`config.mk`:
```
export PLATFORM = sky130hd
export DESIGN_NAME = sad_min_search
export DESIGN_NICKNAME = d
export VERILOG_FILES = /design/src/rtl/sad_min_search.sv
export SDC_FILE = /design/constraint.sdc
export NUM_CORES = 1
export LEC_CHECK = 0
export CAP_MARGIN = 20
export CORE_ASPECT_RATIO = 1.5
export CORE_MARGIN = 3
export CORE_UTILIZATION = 56
export DETAILED_ROUTE_END_ITERATION = 6
export GPL_TIMING_DRIVEN = 0
export HOLD_SLACK_MARGIN = 0.08
export PLACE_DENSITY_LB_ADDON = 0.1
export SLEW_MARGIN = 0
export SYNTH_ARGS = -nofsm -noshare
export SYNTH_HDL_FRONTEND = slang
export SYNTH_SLANG_ARGS = --single-unit
```
`constraint.sdc`:
```
create_clock -name Clk -period 3.8 [get_ports Clk]
set_clock_uncertainty 0.1 [all_clocks]
set_input_delay 0.76 -clock Clk [delete_from_list [all_inputs] [get_ports Clk]]
set_output_delay 0.76 -clock Clk [all_outputs]
set_load 0.005 [all_outputs]
```
`src/rtl/sad_min_search.sv`:
```
`default_nettype none
// ============================================================================
// Module      : sad_min_search
// Description : Scans the SAD result memory once per Go and reports the
//               minimum SAD value and the lowest address holding it.
// Revision    : 1.0 - initial release
// ============================================================================
module sad_min_search #(
    parameter int ADDR_W      = 7,
    parameter int DATA_W      = 32,
    parameter int NUM_ENTRIES = 128
) (
    input  logic              Clk,
    input  logic              Rst,
    input  logic              Go,
    output logic [ADDR_W-1:0] C_Addr,
    output logic              C_RW,
    output logic              C_En,
    input  logic [DATA_W-1:0] C_Data,
    output logic              Busy,
    output logic              Done,
    output logic [DATA_W-1:0] Min_SAD,
    output logic [ADDR_W-1:0] Min_Idx
);

    localparam logic [ADDR_W-1:0] C_LAST_ADDR = ADDR_W'(NUM_ENTRIES - 1);

    typedef enum logic [1:0] {
        S_IDLE  = 2'd0,
        S_ISSUE = 2'd1,
        S_DRAIN = 2'd2,
        S_DONE  = 2'd3
    } t_state;

    t_state            r_state;
    t_state            w_state_next;
    logic [ADDR_W-1:0] r_addr;
    logic [ADDR_W-1:0] r_daddr;
    logic              r_dvalid;
    logic [DATA_W-1:0] r_run_min;
    logic [ADDR_W-1:0] r_run_idx;
    logic [DATA_W-1:0] r_min_sad;
    logic [ADDR_W-1:0] r_min_idx;
    logic              w_hit;
    logic [DATA_W-1:0] w_cand_min;
    logic [ADDR_W-1:0] w_cand_idx;

    // Strict compare: equal values never displace an earlier (lower) index.
    assign w_hit      = r_dvalid && (C_Data < r_run_min);
    assign w_cand_min = w_hit ? C_Data  : r_run_min;
    assign w_cand_idx = w_hit ? r_daddr : r_run_idx;

    always_comb begin
        w_state_next = r_state;
        case (r_state)
            S_IDLE:  if (Go) w_state_next = S_ISSUE;
            S_ISSUE: if (r_addr == C_LAST_ADDR) w_state_next = S_DRAIN;
            S_DRAIN: w_state_next = S_DONE;
            S_DONE:  w_state_next = S_IDLE;
            default: w_state_next = S_IDLE;
        endcase
    end

    always_ff @(posedge Clk) begin
        if (Rst) begin
            r_state   <= S_IDLE;
            r_addr    <= '0;
            r_daddr   <= '0;
            r_dvalid  <= 1'b0;
            r_run_min <= '0;
            r_run_idx <= '0;
            r_min_sad <= '0;
            r_min_idx <= '0;
        end else begin
            r_state  <= w_state_next;
            r_dvalid <= (r_state == S_ISSUE);
            r_daddr  <= r_addr;
            if (w_hit) begin
                r_run_min <= C_Data;
                r_run_idx <= r_daddr;
            end
            case (r_state)
                S_IDLE: begin
                    if (Go) begin
                        r_addr    <= '0;
                        r_run_min <= '1;
                        r_run_idx <= '0;
                    end
                end
                S_ISSUE: begin
                    if (r_addr != C_LAST_ADDR) r_addr <= r_addr + 1'b1;
                end
                S_DRAIN: begin
                    // Last word's compare lands on this edge; publish its outcome directly.
                    r_min_sad <= w_cand_min;
                    r_min_idx <= w_cand_idx;
                end
                default: ;
            endcase
        end
    end

    assign C_Addr  = r_addr;
    assign C_RW    = 1'b0;
    assign C_En    = (r_state == S_ISSUE);
    assign Busy    = (r_state == S_ISSUE) || (r_state == S_DRAIN);
    assign Done    = (r_state == S_DONE);
    assign Min_SAD = r_min_sad;
    assign Min_Idx = r_min_idx;

endmodule
`default_nettype wire

```
==> results of run 1 <==
[through the flow]
| step | std cells | util | instance area [sq um] |
|---|---|---|---|
| 4_1_cts | 752 | 0.755 | 5900 |
| 3_3_place_gp | 736 | 0.711 | 5550 |
| 2_1_floorplan | 552 | - | 4600 |
| 5_1_grt | 752 | 0.755 | 5900 |
| 3_5_place_dp | 736 | 0.711 | 5550 |
| 6_report | 752 | 0.755 | 5900 |
[routing by layer]
metal  track usage  up-vias
li1              -     2202
met1         0.329     2206
met2         0.529      217
met3        0.0467       42
met4         0.171        0
met5             0        -
[critical path, cell delays in order]
cell             delay [ps]
clkdlybuf4s50_1         470
ha_1                    340
a211o_1                 290
a31oi_1                 200
o311a_1                 230
o41ai_2                 100
nand2_1                 190
clkbuf_1                430
a31oi_1                 160
a211oi_1                310
[worst min-delay path by stage]
stage | end | cells after the start
after global routing | r_run_idx[4] | 2
after detailed placement | r_run_idx[4] | 2
final | r_run_idx[4] | 2
after CTS | r_run_idx[4] | 2
after floorplan | r_run_idx[0] | 2
after global placement | r_run_idx[2] | 2
[cells in the mapped netlist]
master / number / area share
dfxtp_1: 95 / 0.41
a31oi_1: 72 / 0.098
nor2_1: 52 / 0.042
a21oi_1: 45 / 0.049
a211oi_1: 40 / 0.065
clkbuf_1: 37 / 0.030
ha_1: 37 / 0.10
inv_1: 36 / 0.029
o21ai_1: 32 / 0.035
o21ai_0: 22 / 0.024
nand2_1: 19 / 0.015
nand4_1: 16 / 0.022
nor2b_1: 9 / 0.012
buf_4: 6 / 0.0098
nand2b_1: 5 / 0.0068
xor2_1: 4 / 0.0076
buf_2: 3 / 0.0033
nand3_1: 3 / 0.0033
and2_1: 2 / 0.0027
buf_6: 2 / 0.0049
nor3_1: 2 / 0.0022
a211o_1: 1 / 0.0019
a21o_1: 1 / 0.0016
a22oi_1: 1 / 0.0016
a2bb2oi_1: 1 / 0.0019
a41oi_1: 1 / 0.0019
buf_1: 1 / 0.00081
conb_1: 1 / 0.00081
mux2i_1: 1 / 0.0022
nand4b_1: 1 / 0.0019
nor4_1: 1 / 0.0014
o311a_1: 1 / 0.0022
o41ai_2: 1 / 0.0035
xnor2_1: 1 / 0.0019
[layout make-up]
type,instances,area [sq um]
Fill cell,607,1910
Buffer,49,225
Clock buffer,14,284
Clock inverter,2,60.1
Multi-Input combinational cell,372,2340
Timing Repair Buffer,82,821
Inverter,36,135
Sequential cell,95,1900
Tap cell,102,128
[flip-flops by register name (all words and copies together) (netlist names)]
| register | count |
|---|---|
| r_daddr | 7 |
| r_state | 2 |
| Min_SAD | 32 |
| r_run_min | 32 |
| r_dvalid | 1 |
| r_run_idx | 7 |
| C_Addr | 7 |
| Min_Idx | 7 |
[layout by cell type (no fill, tap or decap), types with 16 or more instances in the layout]
cell type        instances
nand2_1                 19
nand4_1                 16
inv_1                   36
clkdlybuf4s50_1         82
o21ai_0                 22
nor2_1                  52
a211oi_1                40
ha_1                    37
a21oi_1                 45
clkbuf_1                38
o21ai_1                 32
a31oi_1                 72
dfxtp_1                 95
[power by group]
group | leakage, nW | total [mW] | internal [mW] | switching [mW]
Clock | 0.169 | 1.02 | 0.649 | 0.368
Combinational | 1.24 | 1.80 | 0.832 | 0.967
Sequential | 0.778 | 1.46 | 1.29 | 0.167
Total | 2.19 | 4.28 | 2.77 | 1.50
[cell families (layout without fill, tap and decap cells)]
kind of cell	Yosys count	count (layout)	synth area share
and+or+nand+nor	110	110	0.110
AOI/OAI and AO/OA	218	218	0.285
xor gates and xnor gates	5	5	0.00951
muxes	1	1	0.00217
adders and majority gates	37	37	0.101
other	1	1	0.000815
DFF	95	95	0.413
buffers and inverters	85	183	0.0783
==> impl_metrics.toml, run 1 <==
[run_status]
status = "finished, final reports clean"

[drt]
drt-met1-wl_um = 5250
drc_errors = 0
wl_met2_um = 6930
detail-route-antenna-nets = 0
wl_per_cell_um = 17.9
drt_iter0_drc = 306
dr_wl_met3_um = 813
viasPerCell = 6.21
drt_pre_antenna_iters = 5
wl_um = 13500
highest_layer = "met4"
num_vias = 4667

[floorplan]
chipWidth_um = 80.0
coreArea_sq_um = 7810
fp.dieH_um = 117
io_pins = 85
row_count = 39
dieArea_sq_um = 9370
initial_core_util = 0.590

[placed_design]
gp_congestion = 0.923
hpwl_um = 9580
pre_cts_slack_ps = 187
port_buffers = 82

[clock_network]
worst_setup_hold_path_clk_slew_ps = 60
clock_latency_ps = 340
cts_setup_buffers = 0
max-clock-path-buffers = 2
numCtsBuffers = 9
holdBufCountCts = 0
clock-sinks = 95
cts_tree = "done"
cts-root-buf = "clkbuf_16"
post_cts_resized = 0
h-tree-depth = 3

[worst_setup_path]
startpoint_type = "input port"
reg2reg_to = "Min_SAD[8]"
critPathLaunch = "C_Data[2]"
r2r-start = "r_run_min[2]"
arrival_ps = 3480
ff2ff_path_depth = 10
crit_type = "in -> reg"
rrSetupSlack_ps = 1050
critPathMaxFanout = 10
crit_end = "Min_SAD[8]"
crit_required_ps = 3940
critPathCaptureType = "flip-flop"

[power_and_ir_drop]
p_per_area_nw_per_um2 = 726
peakVddDrop_mv = 0.406
p_leak_nw = 2.19
power_mw = 4.28

[run]
maxCapViolations = 0

[grt]
grt_max_degree = 15
grt_usage = 0.296
grt_overflow = 0
grt_pass1_vias = 4576
grt_antenna_before_repair = 0
grt_first_pass_wirelength_um = 21600

[synth]
syn_nets = 624
syn_area_per_cell_sq_um = 8.34
ys_seq_elements = 95
syn_inst = 552
synth_cell_type_count = 34
yosysWarnings = 0
yosysSeqAreaShare = 0.413
syn-cell-area_sq_um = 4600

[hold_path]
hold_start = "r_run_idx[4]"
holdCritPathClass = "reg -> reg"

[finish]
drive_gt1_frac = 0.0415
nets = 717
diodes = 0
area_growth_pct = 28.1

[timing]
period_needed_ps = 3340
finalSetupTns_ps = 0
finalSetupViolCount = 0
slew_headroom = 0.543
fin_ws_ps = 458
worst_slew_pin_slew_ps = 686
timing.hold.ws_ps = 357
finalHoldViolCount = 0
rsz0062_at_grt = "false"
max_freq_mhz = 299
slew_violations = 0
fin_crit_sh = 0.879
Note: power is estimated with default switching activity, not from simulation.
==> run 2, diff against run 1 <==
--- a/config.mk
+++ b/config.mk
@@ -8,12 +8,13 @@
 export CAP_MARGIN = 20
 export CORE_ASPECT_RATIO = 1.5
 export CORE_MARGIN = 3
-export CORE_UTILIZATION = 56
+export CORE_UTILIZATION = 58
+export CTS_BUF_LIST = sky130_fd_sc_hd__clkbuf_8
 export DETAILED_ROUTE_END_ITERATION = 6
 export GPL_TIMING_DRIVEN = 0
 export HOLD_SLACK_MARGIN = 0.08
 export PLACE_DENSITY_LB_ADDON = 0.1
-export SLEW_MARGIN = 0
+export SLEW_MARGIN = 20
 export SYNTH_ARGS = -nofsm -noshare
 export SYNTH_HDL_FRONTEND = slang
 export SYNTH_SLANG_ARGS = --single-unit
==> run 2 against run 1 <==
Combinational power hardly changed. Critical path depth unchanged. Maximum frequency rose by 1.9%. Largest power group unchanged. Sequential power is essentially flat. First-iteration DRC count is 45% higher. Critical endpoint is now Min_SAD[7]. Total power is 5.3% lower. Clock power decreased by 21%. Count of clock-buffer cells in the layout decreased by 4.
==> impl_metrics.toml, run 2 (synthesis results as in run 1) <==
[run_status]
status = "finished, final reports clean"

[finish]
area_growth_pct = 25.9
drive_gt1_frac = 0.0431
diodes = 0
nets = 717
final_common_cell = "dfxtp_1"
layout_common_cells = "dfxtp_1 (95), clkdlybuf4s50_1 (82), a31oi_1 (72)"

[timing]
worst_slew_pin_slew_ps = 618
max_freq_mhz = 305
slew_headroom = 0.588
period_needed_ps = 3280
finalSetupTns_ps = 0
fin_crit_sh = 0.863
finalHoldViolCount = 0
finalSetupViolCount = 0
rsz0062_at_grt = "false"
slew_violations = 0

[worst_setup_path]
crit_required_ps = 3980
startpoint_type = "input port"
reg2reg_to = "Min_SAD[7]"
crit_top_cell = "a31oi_1"
critPathLaunch = "C_Data[2]"
rrSetupSlack_ps = 1050
crit_path_cell_trace = "clkdlybuf4s50_1 -> ha_1 -> a211o_1 -> a31oi_1 -> o311a_1 -> o41ai_2 -> nand2_1 -> clkbuf_1 -> a31oi_1 -> a211oi_1"
arrival_ps = 3460
slowest_stage = "clkdlybuf4s50_1"
r2r-start = "r_run_min[2]"
crit_end = "Min_SAD[7]"
ff2ff_path_depth = 10
max_stage_delay_ps = 460
crit_type = "in -> reg"
critPathCaptureType = "flip-flop"
critPathMaxFanout = 10

[drt]
drt_iter0_drc = 443
viasPerCell = 6.24
drt_pre_antenna_iters = 5
detail-route-antenna-nets = 0
drc_errors = 0
wl_per_cell_um = 18.0
num_vias = 4689
wl_um = 13500

[grt]
grt_overflow = 0
grt_pass1_vias = 4728
grt_first_pass_wirelength_um = 22300
grt_usage = 0.313
grt_antenna_before_repair = 0
grt_max_degree = 16

[clock_network]
worst_setup_hold_path_clk_slew_ps = 90
clock-sinks = 95
holdBufCountCts = 0
cts_tree = "done"
clock_latency_ps = 370
h-tree-depth = 3
max-clock-path-buffers = 2
post_cts_resized = 0
numCtsBuffers = 9
cts_setup_buffers = 0
cts-root-buf = "clkbuf_8"

[run]
maxCapViolations = 0

[power_and_ir_drop]
peakVddDrop_mv = 0.380
power_mw = 4.05
p_per_area_nw_per_um2 = 698
p_leak_nw = 2.14

[floorplan]
io_pins = 85
fp.dieH_um = 115
chipWidth_um = 78.7
row_count = 39
initial_core_util = 0.601
dieArea_sq_um = 9060
coreArea_sq_um = 7660

[placed_design]
hpwl_um = 9780
gp_congestion = 0.932
port_buffers = 82

[hold_path]
holdCritPathClass = "reg -> reg"
whs_path_depth = 2
## run 2: layout make-up
| class | count | area, sq um |
|---|---|---|
| Multi-Input combinational cell | 372 | 2340 |
| Sequential cell | 95 | 1900 |
| Fill cell | 604 | 1860 |
| Timing Repair Buffer | 82 | 821 |
| Buffer | 49 | 225 |
| Clock buffer | 10 | 138 |
| Inverter | 36 | 135 |
| Tap cell | 102 | 128 |
| Clock inverter | 6 | 108 |
## run 2: metal layers
layer | global-route usage | routed length [um] | part of all wire
met5 | 0 | 0 | 0
met4 | 0.180 | 441 | 0.033
met3 | 0.0627 | 897 | 0.066
met2 | 0.566 | 7100 | 0.53
met1 | 0.335 | 5080 | 0.38
## run 2: how the worst min path moves through the flow
stage / from / end
floorplan: r_run_idx[0] / r_run_idx[0]
global placement: r_run_idx[6] / r_run_idx[6]
detailed placement: r_run_idx[6] / r_run_idx[6]
CTS: r_run_idx[6] / r_run_idx[6]
global route: r_run_idx[6] / r_run_idx[6]
finish: r_run_idx[6] / r_run_idx[6]
## run 2: power by group
part	leakage (nW)	total, mW	switching, mW	internal (mW)
sequential	0.778	1.45	0.164	1.29
clock	0.122	0.806	0.354	0.453
combinational	1.24	1.79	0.957	0.831
## run 2: through the flow
stage	setup WS [ps]	hold WS [ps]	util	instances	instance area, sq um
after floorplan	1090	332	-	552	4600
after global placement	236	344	0.725	736	5550
after detailed placement	208	349	0.725	736	5550
after CTS	563	363	0.757	752	5800
after global routing	347	391	0.757	752	5800
final	521	362	0.757	752	5800
## run 2: critical path: cells and delay by family
kind	cells	cell delay, ps
fa+ha+maj	1	330
simple gates	1	190
buf+inv	2	900
compound gates	6	1260
==> run 3, diff against run 2 <==
--- a/config.mk
+++ b/config.mk
@@ -7,10 +7,10 @@
 export LEC_CHECK = 0
 export CAP_MARGIN = 20
 export CORE_ASPECT_RATIO = 1.5
-export CORE_MARGIN = 3
-export CORE_UTILIZATION = 58
+export CORE_UTILIZATION = 65
 export CTS_BUF_LIST = sky130_fd_sc_hd__clkbuf_8
 export DETAILED_ROUTE_END_ITERATION = 6
+export DONT_BUFFER_PORTS = 1
 export GPL_TIMING_DRIVEN = 0
 export HOLD_SLACK_MARGIN = 0.08
 export PLACE_DENSITY_LB_ADDON = 0.1
==> run 3 against run 2 <==
The run now ends with design-rule violations left. Combinational power is 23% lower. Routed wire length is 9.5% lower. Count of clock-buffer cells in the layout is 1 lower. Total power is 13% lower. Critical path depth is 1 lower. Critical endpoint is now Min_SAD[28]. Largest cell class unchanged. Largest power group is now sequential cells. Highest routed layer unchanged.
==> impl_metrics.toml, run 3 (synthesis results as in run 1) <==
[run_status]
status = "complete, but fails checks"
violations = "design-rule violations"

[power_and_ir_drop]
seqPwrFrac = 0.422
p_comb_frac = 0.390
p_int_mw = 2.11
power_frac_clock = 0.187
switching_share = 0.400
p_leak_nw = 1.82
p_per_area_nw_per_um2 = 720
peakVddDrop_mv = 0.429
p_switching_mw = 1.41

[finish]
nets = 635
final_common_cell = "dfxtp_1"
diodes = 0
drive_gt1_frac = 0.0458
final_core_util = 0.714
nFillCells = 576
area_growth_pct = 6.25
layout_common_cells = "dfxtp_1 (95), a31oi_1 (72), nor2_1 (52)"

[floorplan]
dieArea_sq_um = 7430
fp.dieH_um = 105
initial_core_util = 0.672
coreArea_sq_um = 6850
io_pins = 85
chipWidth_um = 70.7
row_count = 37

[timing]
worst_slew_pin_slew_ps = 634
rsz0062_at_grt = "false"
slew_headroom = 0.577
finalSetupViolCount = 0
finalSetupTns_ps = 0
slew_violations = 0
period_needed_ps = 2830
fin_crit_sh = 0.746
finalHoldViolCount = 0
max_freq_mhz = 353

[grt]
grt_pass1_vias = 4275
grt_first_pass_wirelength_um = 19500
grt_max_degree = 16
grt_usage = 0.337
grt_overflow = 0
grt_antenna_before_repair = 0

[run]
maxCapViolations = 0

[placed_design]
hpwl_um = 8850
port_buffers = 0
gp_congestion = 0.871

[worst_setup_path]
critPathMaxFanout = 10
crit_path_cell_trace = "ha_1 -> a211o_1 -> a31oi_1 -> o311a_1 -> o41ai_2 -> nand2_1 -> clkbuf_1 -> a31oi_1 -> a211oi_1"
max_stage_delay_ps = 450
crit_family = "compound AO/OA/AOI/OAI gates"
startpoint_type = "input port"
rrSetupSlack_ps = 980
critPathCaptureType = "flip-flop"
crit_type = "in -> reg"
ff2ff_path_depth = 10
cp_num_buf_inv = 1
arrival_ps = 3030
slowest_stage = "clkbuf_1"
reg2reg_to = "Min_SAD[28]"
crit_required_ps = 4000
r2r-start = "r_run_min[2]"
crit_top_cell = "a31oi_1"

[clock_network]
cts-root-buf = "clkbuf_8"
clock_latency_ps = 380
worst_setup_hold_path_clk_slew_ps = 90
clock-sinks = 95
max-clock-path-buffers = 2
numCtsBuffers = 9
cts_setup_buffers = 0
holdBufCountCts = 0
post_cts_resized = 0
h-tree-depth = 3
cts_tree = "done"

[drt]
detail-route-antenna-nets = 0
viasPerCell = 6.56
num_vias = 4236
wl_um = 12200
wl_per_cell_um = 18.9
drt_pre_antenna_iters = 7
drc_errors = 7
drt_iter0_drc = 304

[hold_path]
holdCritPathClass = "reg -> reg"
hold_start = "r_run_idx[0]"
whs_path_depth = 2
min_to = "r_run_idx[0]"
[run 3: changes by cell type in the layout (fill, tap and decap cells not counted)]
cell             previous run  this run
inv_1                      36        38
clkinv_2                    2         1
clkbuf_8                   10         9
clkinv_4                    0         1
clkdlybuf4s50_1            82         0
bufinv_16                   3         1
clkinvlp_4                  1         2
[run 3: worst max path at each step]
stage,endpoint,cells past startpoint,from
finish,Min_SAD[28],9,C_Data[2]
floorplan,r_run_min[0],9,C_Data[7]
detailed placement,Min_SAD[20],9,C_Data[2]
global placement,Min_SAD[8],9,C_Data[2]
CTS,Min_SAD[20],9,C_Data[2]
global route,Min_SAD[28],9,C_Data[2]
[run 3: stage by stage]
stage / power (mW) / setup WS [ps] / area (sq um) / hold WS (ps) / instances
global placement: 2.79 / 700 / 4700 / 343 / 630
detailed placement: 2.85 / 605 / 4700 / 351 / 630
global route: 3.76 / 799 / 4890 / 394 / 646
floorplan: 2.51 / 1090 / 4600 / 332 / 552
CTS: 3.50 / 1000 / 4890 / 365 / 646
finish: 3.52 / 966 / 4890 / 363 / 646
[run 3: tightest hold or removal path: cells and delay by family, from the launching register on]
kind             cells  cell delay [ps]
AND/OR/NAND/NOR      1               50
flip-flops           1              320
AO/OA/AOI/OAI        1               60
[run 3: metal layers]
layer  global-route usage  share of wire  up-vias
met5                    0              0        -
met4                0.231          0.048        0
met3               0.0897          0.065       43
met2                0.573           0.51      156
met1                0.355           0.38     2009
li1                     -              -     2028
[run 3: power by group through the flow]
stage               combinational [mW]  clock, mW  sequential (mW)
floorplan                         1.05          0             1.46
global placement                  1.29          0             1.50
detailed placement                1.34          0             1.51
CTS                               1.36      0.661             1.49
global route                      1.54      0.702             1.52
finish                            1.37      0.660             1.49
[run 3: cell type report]
class	instances	area (sq um)	share of cell area
multi-input combinational	372	2340	0.479
sequential	95	1900	0.389
inverter	36	135	0.0276
tap	78	97.6	0.0200
buffer	49	225	0.0460
clock buffer	9	124	0.0253
clock inverter	7	66.3	0.0136
